==> config.mk <==
export PLATFORM = sky130hd
export DESIGN_NAME = cpu_test_sequencer
export DESIGN_NICKNAME = d
export VERILOG_FILES = /design/src/rtl/cpu_test_sequencer.sv
export SDC_FILE = /design/constraint.sdc
export NUM_CORES = 1
export LEC_CHECK = 0
export ABC_CLOCK_PERIOD_IN_PS = 6900
export CAP_MARGIN = 40
export CORE_MARGIN = 10
export CORE_UTILIZATION = 54
export CTS_BUF_LIST = sky130_fd_sc_hd__clkbuf_8
export DETAILED_ROUTE_END_ITERATION = 8
export PLACE_DENSITY = 0.75
export SYNTH_ARGS = -nofsm -noshare
export SYNTH_HDL_FRONTEND = slang
export SYNTH_SLANG_ARGS = --single-unit
==> constraint.sdc <==
create_clock -name clk -period 6.9 [get_ports clk]
set_clock_uncertainty 0.2 [all_clocks]
set_input_delay 1.725 -clock clk [delete_from_list [all_inputs] [get_ports clk]]
set_output_delay 1.725 -clock clk [all_outputs]
set_load 0.005 [all_outputs]
==> src/rtl/cpu_test_sequencer.sv <==
// Self-test sequencer for the pipelined CPU wrapper: backdoor program load, PC-triggered stimulus, output checking.
// Optional run watchdog is compiled in with `define CPUSEQ_TIMEOUT_EN.
module cpu_test_sequencer #(
  parameter int DATA_W      = 8,
  parameter int ADDR_W      = 8,
  parameter int PROG_DEPTH  = 16,
  parameter int STIM_DEPTH  = 4,
  parameter int CHK_DEPTH   = 4,
  parameter int TIMEOUT_CYC = 1024
) (
  input  logic                              clk,
  input  logic                              rstn,
  input  logic                              cfg_we,
  input  logic [1:0]                        cfg_sel,
  input  logic [$clog2((PROG_DEPTH > STIM_DEPTH ? (PROG_DEPTH > CHK_DEPTH ? PROG_DEPTH : CHK_DEPTH)
                                                : (STIM_DEPTH > CHK_DEPTH ? STIM_DEPTH : CHK_DEPTH)))-1:0] cfg_addr,
  input  logic [DATA_W-1:0]                 cfg_wdata,
  input  logic [$clog2(PROG_DEPTH):0]       prog_len,
  input  logic [$clog2(STIM_DEPTH):0]       stim_cnt,
  input  logic [$clog2(CHK_DEPTH):0]        chk_cnt,
  input  logic                              start,
  input  logic [ADDR_W-1:0]                 cpu_pc,
  input  logic [DATA_W-1:0]                 cpu_out,
  input  logic                              cpu_out_stb,
  output logic                              cpu_rstn,
  output logic                              mem_we,
  output logic [ADDR_W-1:0]                 mem_addr,
  output logic [DATA_W-1:0]                 mem_wdata,
  output logic [DATA_W-1:0]                 i_port,
  output logic                              busy,
  output logic                              done,
  output logic                              pass,
  output logic                              fail,
  output logic                              timeout,
  output logic [$clog2(CHK_DEPTH)-1:0]      fail_idx,
  output logic [DATA_W-1:0]                 fail_data
);

  localparam int PW  = $clog2(PROG_DEPTH);
  localparam int SW  = $clog2(STIM_DEPTH);
  localparam int CW  = $clog2(CHK_DEPTH);
  localparam int PLW = PW + 1;
  localparam int SLW = SW + 1;
  localparam int CLW = CW + 1;

  typedef enum logic [1:0] {
    ST_IDLE,
    ST_LOAD,
    ST_RUN,
    ST_DONE
  } state_t;

  state_t state, state_nx;

  logic [DATA_W-1:0] prog_tbl     [PROG_DEPTH];
  logic [ADDR_W-1:0] stim_pc_tbl  [STIM_DEPTH];
  logic [DATA_W-1:0] stim_val_tbl [STIM_DEPTH];
  logic [DATA_W-1:0] chk_tbl      [CHK_DEPTH];

  logic [PLW-1:0] k, plen;
  logic [SLW-1:0] s, scnt;
  logic [CLW-1:0] c, ccnt;

  logic cfg_open;
  logic run_pass, run_fail, stim_hit;
  logic to_hit;

  assign cfg_open = (state == ST_IDLE) || (state == ST_DONE);

  // Tables are plain storage with no reset; out-of-range indices are dropped.
  always_ff @(posedge clk) begin
    if (cfg_we && cfg_open) begin
      case (cfg_sel)
        2'd0: if (32'(cfg_addr) < PROG_DEPTH) prog_tbl[cfg_addr[PW-1:0]] <= cfg_wdata;
        2'd1: if (32'(cfg_addr) < STIM_DEPTH) stim_pc_tbl[cfg_addr[SW-1:0]] <= ADDR_W'(cfg_wdata);
        2'd2: if (32'(cfg_addr) < STIM_DEPTH) stim_val_tbl[cfg_addr[SW-1:0]] <= cfg_wdata;
        default: if (32'(cfg_addr) < CHK_DEPTH) chk_tbl[cfg_addr[CW-1:0]] <= cfg_wdata;
      endcase
    end
  end

`ifdef CPUSEQ_TIMEOUT_EN
  localparam int TW = $clog2(TIMEOUT_CYC) + 1;
  logic [TW-1:0] run_cyc;
  logic          timeout_q;

  always_ff @(posedge clk or negedge rstn) begin
    if (!rstn) begin
      run_cyc <= '0;
    end else if (state != ST_RUN) begin
      run_cyc <= '0;
    end else begin
      run_cyc <= run_cyc + 1'b1;
    end
  end

  assign to_hit  = (state == ST_RUN) && !run_pass && !run_fail &&
                   (run_cyc == TW'(TIMEOUT_CYC - 1));
  assign timeout = timeout_q;
`else
  logic unused_timeout_cyc;
  assign unused_timeout_cyc = ^TIMEOUT_CYC;
  assign to_hit  = 1'b0;
  assign timeout = 1'b0;
`endif

  always_ff @(posedge clk or negedge rstn) begin
    if (!rstn) begin
      state <= ST_IDLE;
    end else begin
      state <= state_nx;
    end
  end

  always_comb begin
    state_nx  = state;
    mem_we    = 1'b0;
    mem_addr  = '0;
    mem_wdata = '0;
    cpu_rstn  = 1'b0;
    busy      = 1'b0;
    done      = 1'b0;
    run_pass  = 1'b0;
    run_fail  = 1'b0;
    stim_hit  = 1'b0;
    case (state)
      ST_IDLE, ST_DONE: begin
        done = (state == ST_DONE);
        if (start) state_nx = (prog_len != '0) ? ST_LOAD : ST_RUN;
      end
      ST_LOAD: begin
        busy      = 1'b1;
        mem_we    = 1'b1;
        mem_addr  = ADDR_W'(k);
        mem_wdata = prog_tbl[k[PW-1:0]];
        if (k == plen - 1'b1) state_nx = ST_RUN;
      end
      default: begin
        busy     = 1'b1;
        cpu_rstn = 1'b1;
        stim_hit = (s < scnt) && (cpu_pc == stim_pc_tbl[s[SW-1:0]]);
        if (ccnt == '0) begin
          run_pass = 1'b1;
        end else if (cpu_out_stb && (c < ccnt)) begin
          if (cpu_out != chk_tbl[c[CW-1:0]]) run_fail = 1'b1;
          else if (c == ccnt - 1'b1)        run_pass = 1'b1;
        end
        if (run_pass || run_fail || to_hit) state_nx = ST_DONE;
      end
    endcase
  end

  always_ff @(posedge clk or negedge rstn) begin
    if (!rstn) begin
      k         <= '0;
      plen      <= '0;
      s         <= '0;
      scnt      <= '0;
      c         <= '0;
      ccnt      <= '0;
      i_port    <= '0;
      pass      <= 1'b0;
      fail      <= 1'b0;
      fail_idx  <= '0;
      fail_data <= '0;
`ifdef CPUSEQ_TIMEOUT_EN
      timeout_q <= 1'b0;
`endif
    end else begin
      case (state)
        ST_IDLE, ST_DONE: begin
          if (start) begin
            k         <= '0;
            s         <= '0;
            c         <= '0;
            plen      <= (32'(prog_len) > PROG_DEPTH) ? PLW'(PROG_DEPTH) : prog_len;
            scnt      <= (32'(stim_cnt) > STIM_DEPTH) ? SLW'(STIM_DEPTH) : stim_cnt;
            ccnt      <= (32'(chk_cnt)  > CHK_DEPTH)  ? CLW'(CHK_DEPTH)  : chk_cnt;
            pass      <= 1'b0;
            fail      <= 1'b0;
            fail_idx  <= '0;
            fail_data <= '0;
`ifdef CPUSEQ_TIMEOUT_EN
            timeout_q <= 1'b0;
`endif
          end
        end
        ST_LOAD: k <= k + 1'b1;
        default: begin
          if (stim_hit) begin
            i_port <= stim_val_tbl[s[SW-1:0]];
            s      <= s + 1'b1;
          end
          // Verdict priority: mismatch, then pass, then watchdog, else advance on a matching strobe.
          if (run_fail) begin
            fail      <= 1'b1;
            fail_idx  <= c[CW-1:0];
            fail_data <= cpu_out;
          end else if (run_pass) begin
            pass <= 1'b1;
          end else if (to_hit) begin
            fail      <= 1'b1;
            fail_idx  <= c[CW-1:0];
`ifdef CPUSEQ_TIMEOUT_EN
            timeout_q <= 1'b1;
`endif
          end else if (cpu_out_stb && (c < ccnt)) begin
            c <= c + 1'b1;
          end
        end
      endcase
    end
  end

endmodule

==> reports/metrics.csv, run 1 <==
stage;metric;value;unit
outcome;status;finished, final reports clean;
timing;final setup fails;0;
logic_synthesis;Synth area leader;edfxtp_1;
cells_and_area;synthesis-to-layout area growth;19.2;%
critical_path;worst-path cell chain;buf_4 > mux4_2 > mux4_2 > and2_1 > clkdlybuf4s50_1;
critical_path;Critical Path RT;4970;ps
logic_synthesis;Synth top area share;60.4;%
die;Top Ports;87;
timing;final hold vios;0;
timing;RSZ-0062 raised after global routing;false;
critical_path;critical path capture point type;output port;
logic_synthesis;post-synthesis async set-or-reset flop share;16.4;%
logic_synthesis;register area share after synthesis;70.3;%
power_and_ir_drop;internal power;3.20;mW
cells_and_area;utilization after layout;65.6;%
logic_synthesis;Post-synth top cells;edfxtp_1 (224), mux4_2 (64), dfrtp_1 (44);
global_routing;antenna violations before repair;0;
place;dpl hpwl;16600;um
critical_path;CP max stage cell;dfrtp_2;
critical_path;Top cell by count, worst path;mux4_2;
critical_path;crit-path max FO;20;
flow_run;Max-Cap Viols;0;
clock_tree;CTS tree;done;
cells_and_area;FILL cells;1363;
logic_synthesis;top-count cell post-synth;edfxtp_1;
min_path;Hold Path Cell Cnt;1;
routing;vias per inst;5.60;
place;Placed Cells;989;
logic_synthesis;#FFs+latches synth;268;
routing;WL/cell;22.4;um
clock_tree;clk buf depth;3;
critical_path;class of the most critical setup path;flop to output port;
cells_and_area;share of layout cells above drive strength 1;21.1;%
timing;Worst Tran Pin Value;956;ps
routing;routed vias;5933;
min_path;Hold Path Class;flop to flop;
die;Initial Util;55.0;%
power_and_ir_drop;IR drop worst, VDD;0.231;mV
clock_tree;# clock sinks;268;
logic_synthesis;post-synthesis cell count;633;
clock_tree;Clock Tree Root;clkbuf_8;
cells_and_area;Nets;824;
clock_tree;Resized cells post-CTS;0;
global_routing;vias in the first global route;6470;
timing;fin crit period;5390;ps
cells_and_area;# diodes;0;
timing;Final period util;78.1;%
logic_synthesis;Distinct cells, synth;44;
power_and_ir_drop;switching power;1.31;mW
critical_path;startpoint class of the critical path;flop;
cells_and_area;fin cells;1060;
global_routing;GR Overflow Total;0;
clock_tree;Post-CTS Hold Fix Bufs;0;
power_and_ir_drop;Leak;4.66;nW
power_and_ir_drop;Seq pwr share;43.9;%
critical_path;Worst EP arrival;3460;ps
die;core area;20200;um2
clock_tree;number of setup buffers added after CTS;0;
critical_path;worst path bufs/invs;2;
routing;Starting DRT DRC Count;401;
logic_synthesis;syn_area_per_cell;17.6;um2
routing;drc violations;0;
place;Buffers on Ports;82;
power_and_ir_drop;Comb pwr share;28.4;%
timing;relative slew slack;36.1;%
global_routing;first-pass GRT wire length;36700;um
timing;final hold slack;287;ps
critical_path;Max stage delay on crit path;720;ps
logic_synthesis;number of flops mapped to enable cells by yosys;224;
clock_tree;Clock transition at path regs;60;ps
cells_and_area;Multi-input gate area;3090;um2
global_routing;largest net degree at the start of global routing;39;
critical_path;R2R depth;6;
die;Die W;164;um
clock_tree;total CTS buffers;43;
power_and_ir_drop;Clk network pwr share;27.7;%
logic_synthesis;Post-Syn Area;11100;um2
place;RePlAce Congestion;0.793;
power_and_ir_drop;pwr dens;339;nW/um2
die;Cell Rows;52;
routing;drt pass-1 iters;4;
clock_tree;clk_lat worst skew;540;ps
timing;fmax;186;MHz
global_routing;GRT Overall Usage;18.1;%
critical_path;Top delay family on crit path;multiplexers;
power_and_ir_drop;sw frac;29.0;%
routing;WL final;23700;um
logic_synthesis;Synth area leaders;edfxtp_1 (60%), mux4_2 (13%), dfrtp_1 (9.9%);
cells_and_area;Sequential cell area;7830;um2
die;height of the chip;164;um
clock_tree;H-tree Lvls;2;
die;die area;26800;um2
timing;Final Slew Violations;0;
routing;Final ANT Viol Nets;0;
critical_path;WP depth;5;
timing;Fin Setup TNS;0;ps
logic_synthesis;Yosys warnings;0;
logic_synthesis;ys flop type;edfxtp_1;
state kept, by name, indices dropped and copies added (netlist names), 3 cells and up:
register and cells:
c 3, ccnt 3, chk_tbl 32, fail_data 8, i_port 8, k 5
plen 5, prog_tbl 128, s 3, scnt 3, stim_pc_tbl 32, stim_val_tbl 32
worst paths after layout:
check / start / endpoint / slack [ps]
min reg2reg: i_port[1] / i_port[1] / 290
min: i_port[1] / i_port[1] / 290
max: k[0] / mem_wdata[6] / 1510
max reg2reg: s[1] / i_port[5] / 3710
min in group asynchronous: rstn / fail / 820
max in group asynchronous: rstn / k[0] / 5210
placed cells by master, fill, tap and decap left out, drive strengths merged, types with 2 or more instances in the layout:
master and n:
clkinv 12, ha 14, or4 2, nand2 43, o311ai 3, clkbuf 44
xor2 7, o21ai 13, mux2 12, nand3 7, nand2b 16, dfrtp 44
clkdlybuf4s50 81, nand3b 3, xnor2 23, mux2i 13, mux4 64, o41ai 2
buf 33, and2 13, conb 4, edfxtp 224, nor2b 2, nand4 6
nor3 15, a21oi 2, nor2 33, bufinv 2, inv 37, nand4b 3
metal layers:
layer | vias to the layer above | wire (um) | GRT usage (%)
met5 | - | 0 | 0
met4 | 0 | 476 | 5.77
met3 | 38 | 1810 | 4.25
met2 | 198 | 12300 | 31.6
met1 | 3007 | 9140 | 21.8
li1 | 2690 | - | -
stage by stage:
| step | power, mW | setup WS (ps) | cell area (um2) |
|---|---|---|---|
| floorplan | 2.85 | 2930 | 11100 |
| global placement | 3.23 | 2060 | 12200 |
| detailed placement | 3.30 | 2020 | 12500 |
| CTS | 4.55 | 1430 | 13300 |
| global route | 4.76 | 1280 | 13300 |
| finish | 4.50 | 1510 | 13300 |
cells by family after synthesis:
kind of cell / synth area share [%]
DFF: 70.3
and+or+nand+nor: 6.48
muxes: 15.4
buffers and inverters: 2.16
xor gates and xnor gates: 2.36
AOI/OAI and AO/OA: 1.74
adders and majority gates: 1.57
other: 0.0337
layout make-up:
cell class                      instances  area share (%)
Tap cell                              270            2.55
Clock inverter                         27            1.26
Clock buffer                           44            4.56
Timing Repair Buffer                  114            8.61
Sequential cell                       268            59.0
Multi-Input combinational cell        312            23.3
Inverter                               25           0.707
power by group through the flow:
stage | Sequential [mW] | Clock (mW) | Combinational, mW
2_1_floorplan | 1.92 | 0 | 0.929
3_3_place_gp | 2.03 | 0 | 1.20
3_5_place_dp | 2.01 | 0 | 1.29
4_1_cts | 1.98 | 1.27 | 1.30
5_1_grt | 2.00 | 1.36 | 1.41
6_report | 1.98 | 1.25 | 1.28
Power figures use the tool's default switching activity.
==> run 2: changes to the inputs <==
--- a/config.mk
+++ b/config.mk
@@ -5,13 +5,13 @@
 export SDC_FILE = /design/constraint.sdc
 export NUM_CORES = 1
 export LEC_CHECK = 0
-export ABC_CLOCK_PERIOD_IN_PS = 6900
+export ABC_CLOCK_PERIOD_IN_PS = 4700
 export CAP_MARGIN = 40
 export CORE_MARGIN = 10
 export CORE_UTILIZATION = 54
 export CTS_BUF_LIST = sky130_fd_sc_hd__clkbuf_8
 export DETAILED_ROUTE_END_ITERATION = 8
-export PLACE_DENSITY = 0.75
+export PLACE_DENSITY = 0.78
 export SYNTH_ARGS = -nofsm -noshare
 export SYNTH_HDL_FRONTEND = slang
 export SYNTH_SLANG_ARGS = --single-unit
==> constraint.sdc (replaced) <==
create_clock -name clk -period 4.7 [get_ports clk]
set_clock_uncertainty 0.2 [all_clocks]
set_input_delay 1.175 -clock clk [delete_from_list [all_inputs] [get_ports clk]]
set_output_delay 1.175 -clock clk [all_outputs]
set_load 0.005 [all_outputs]
==> run 2 against run 1 <==
Compared with the run above:
- worst setup slack lost 1300 ps
- sequential share of layout area shrank 0.17 points
- highest routed layer unchanged
- combinational power grew 48%
- power up 49%
- largest cell class unchanged
==> reports/metrics.csv, run 2 (synthesis gave the netlist of run 1 again) <==
stage;metric;value;unit
critical_path;worst path bufs/invs;2;
clock_tree;Clock transition at path regs;60;ps
place;Placed Cells;987;
cells_and_area;fin cells;1070;
die;Top Ports;87;
critical_path;critical path capture point type;output port;
routing;Final ANT Viol Nets;0;
routing;vias per inst;5.72;
clock_tree;clk buf depth;3;
critical_path;Worst R2R Start;state[0];
clock_tree;Post-CTS Hold Fix Bufs;0;
routing;drc violations;0;
power_and_ir_drop;pwr dens;503;nW/um2
global_routing;GR Overflow Total;0;
clock_tree;CTS tree;done;
routing;routed vias;6125;
cells_and_area;max FFs per register;128;
place;dpl hpwl;16300;um
die;height of the chip;164;um
global_routing;first-pass GRT wire length;37400;um
min_path;Hold Path Class;flop to flop;
global_routing;largest net degree at the start of global routing;36;
critical_path;Critical Path RT;3320;ps
critical_path;WP depth;5;
timing;final hold vios;0;
critical_path;Top delay family on crit path;multiplexers;
die;Cell Rows;52;
routing;WL final;24000;um
global_routing;antenna violations before repair;0;
clock_tree;Clock Tree Root;clkbuf_8;
critical_path;worst-path cell chain;buf_12 > mux4_2 > mux4_2 > and2_1 > clkdlybuf4s50_1;
timing;fin crit period;4450;ps
routing;drt pass-1 iters;4;
flow_run;Max-Cap Viols;0;
min_path;Hold Path Cell Cnt;2;
power_and_ir_drop;Leak;4.71;nW
cells_and_area;Nets;825;
timing;Final period util;94.7;%
global_routing;GRT Overall Usage;18.2;%
clock_tree;H-tree Lvls;2;
timing;relative slew slack;37.0;%
die;die area;26800;um2
critical_path;Max stage delay on crit path;550;ps
clock_tree;number of setup buffers added after CTS;0;
die;Die W;164;um
die;Initial Util;55.0;%
place;RePlAce Congestion;0.804;
clock_tree;# clock sinks;268;
timing;Fin Setup TNS;0;ps
clock_tree;total CTS buffers;44;
critical_path;startpoint class of the critical path;flop;
timing;Worst Tran Pin Value;942;ps
global_routing;vias in the first global route;6515;
critical_path;R2R depth;5;
critical_path;flop-to-flop setup slack;1640;ps
routing;Starting DRT DRC Count;417;
min_path;Min-Delay Startpoint;pass;
cells_and_area;most frequent cells in the layout;edfxtp_1 (224), clkdlybuf4s50_1 (81), mux4_2 (64);
critical_path;crit-path max FO;31;
min_path;Worst Hold Endpoint;pass;
critical_path;Worst EP arrival;3080;ps
clock_tree;clk_lat worst skew;560;ps
timing;final setup fails;0;
timing;Final Slew Violations;0;
cells_and_area;synthesis-to-layout area growth;19.5;%
power_and_ir_drop;IR drop worst, VDD;0.306;mV
timing;RSZ-0062 raised after global routing;false;
place;Buffers on Ports;82;
timing;fmax;225;MHz
cells_and_area;share of layout cells above drive strength 1;21.4;%
critical_path;FF-to-FF End;prog_tbl[9][1];
routing;WL/cell;22.4;um
outcome;status;finished, final reports clean;
cells_and_area;commonest non-fill, non-tap cell in the layout;edfxtp_1;
critical_path;class of the most critical setup path;flop to output port;
critical_path;Top cell by count, worst path;mux4_2;
die;core area;20200;um2
critical_path;CP max stage cell;mux4_2;
cells_and_area;# diodes;0;
clock_tree;Resized cells post-CTS;0;
-- run 2: cell types whose count changed in the layout (fill, tap and decap cells not counted), sizes merged --
cell / before / now
bufinv: 2 / 1
clkbuf: 44 / 46
clkinv: 12 / 18
clkinvlp: 1 / 0
inv: 37 / 41
-- run 2: worst reg2reg max path: stages (launching register included) --
cell and delay [ps]:
dfrtp_1 400, inv_1 60, ha_1 500, nand2_1 250
or4_1 610, nor2_1 660
-- run 2: layer usage --
metal / GRT usage [%] / share of wire [%]
met2: 30.1 / 50
met3: 4.03 / 6.8
met1: 23.5 / 41
met5: 0 / 0
met4: 5.97 / 1.9
-- run 2: how the worst max path moves through the flow --
stage	startpoint	endpoint
after floorplan	k[0]	mem_wdata[0]
after global placement	k[0]	mem_wdata[0]
after detailed placement	k[0]	mem_wdata[0]
after CTS	k[0]	mem_wdata[0]
after global routing	k[0]	mem_wdata[0]
final	k[0]	mem_wdata[0]
-- run 2: power breakdown --
part           switching (mW)  total [mW]  internal (mW)
clock network           0.917        1.90          0.979
registers               0.202        2.90           2.70
logic                   0.866        1.89           1.03
total                    1.99        6.69           4.71
-- run 2: final cells by class --
class | count | area [um2]
flip-flops and latches | 268 | 7830
fillers | 1358 | 6930
multi-input cells | 312 | 3080
repair buffers | 114 | 1140
clock buffers | 46 | 633
well taps | 270 | 338
clock inverters | 35 | 194
inverters | 25 | 93.8
-- run 2: stage by stage --
step | instance area [um2] | setup WS [ps] | hold slack, ps | power, mW | utilization, %
after floorplan | 11100 | 1280 | 244 | 4.19 | -
after global placement | 12300 | 873 | 261 | 4.75 | 60.7
after detailed placement | 12500 | 821 | 269 | 4.85 | 61.5
after CTS | 13300 | 218 | 284 | 6.75 | 65.6
after global routing | 13300 | 146 | 322 | 7.05 | 65.8
final | 13300 | 249 | 279 | 6.69 | 65.8
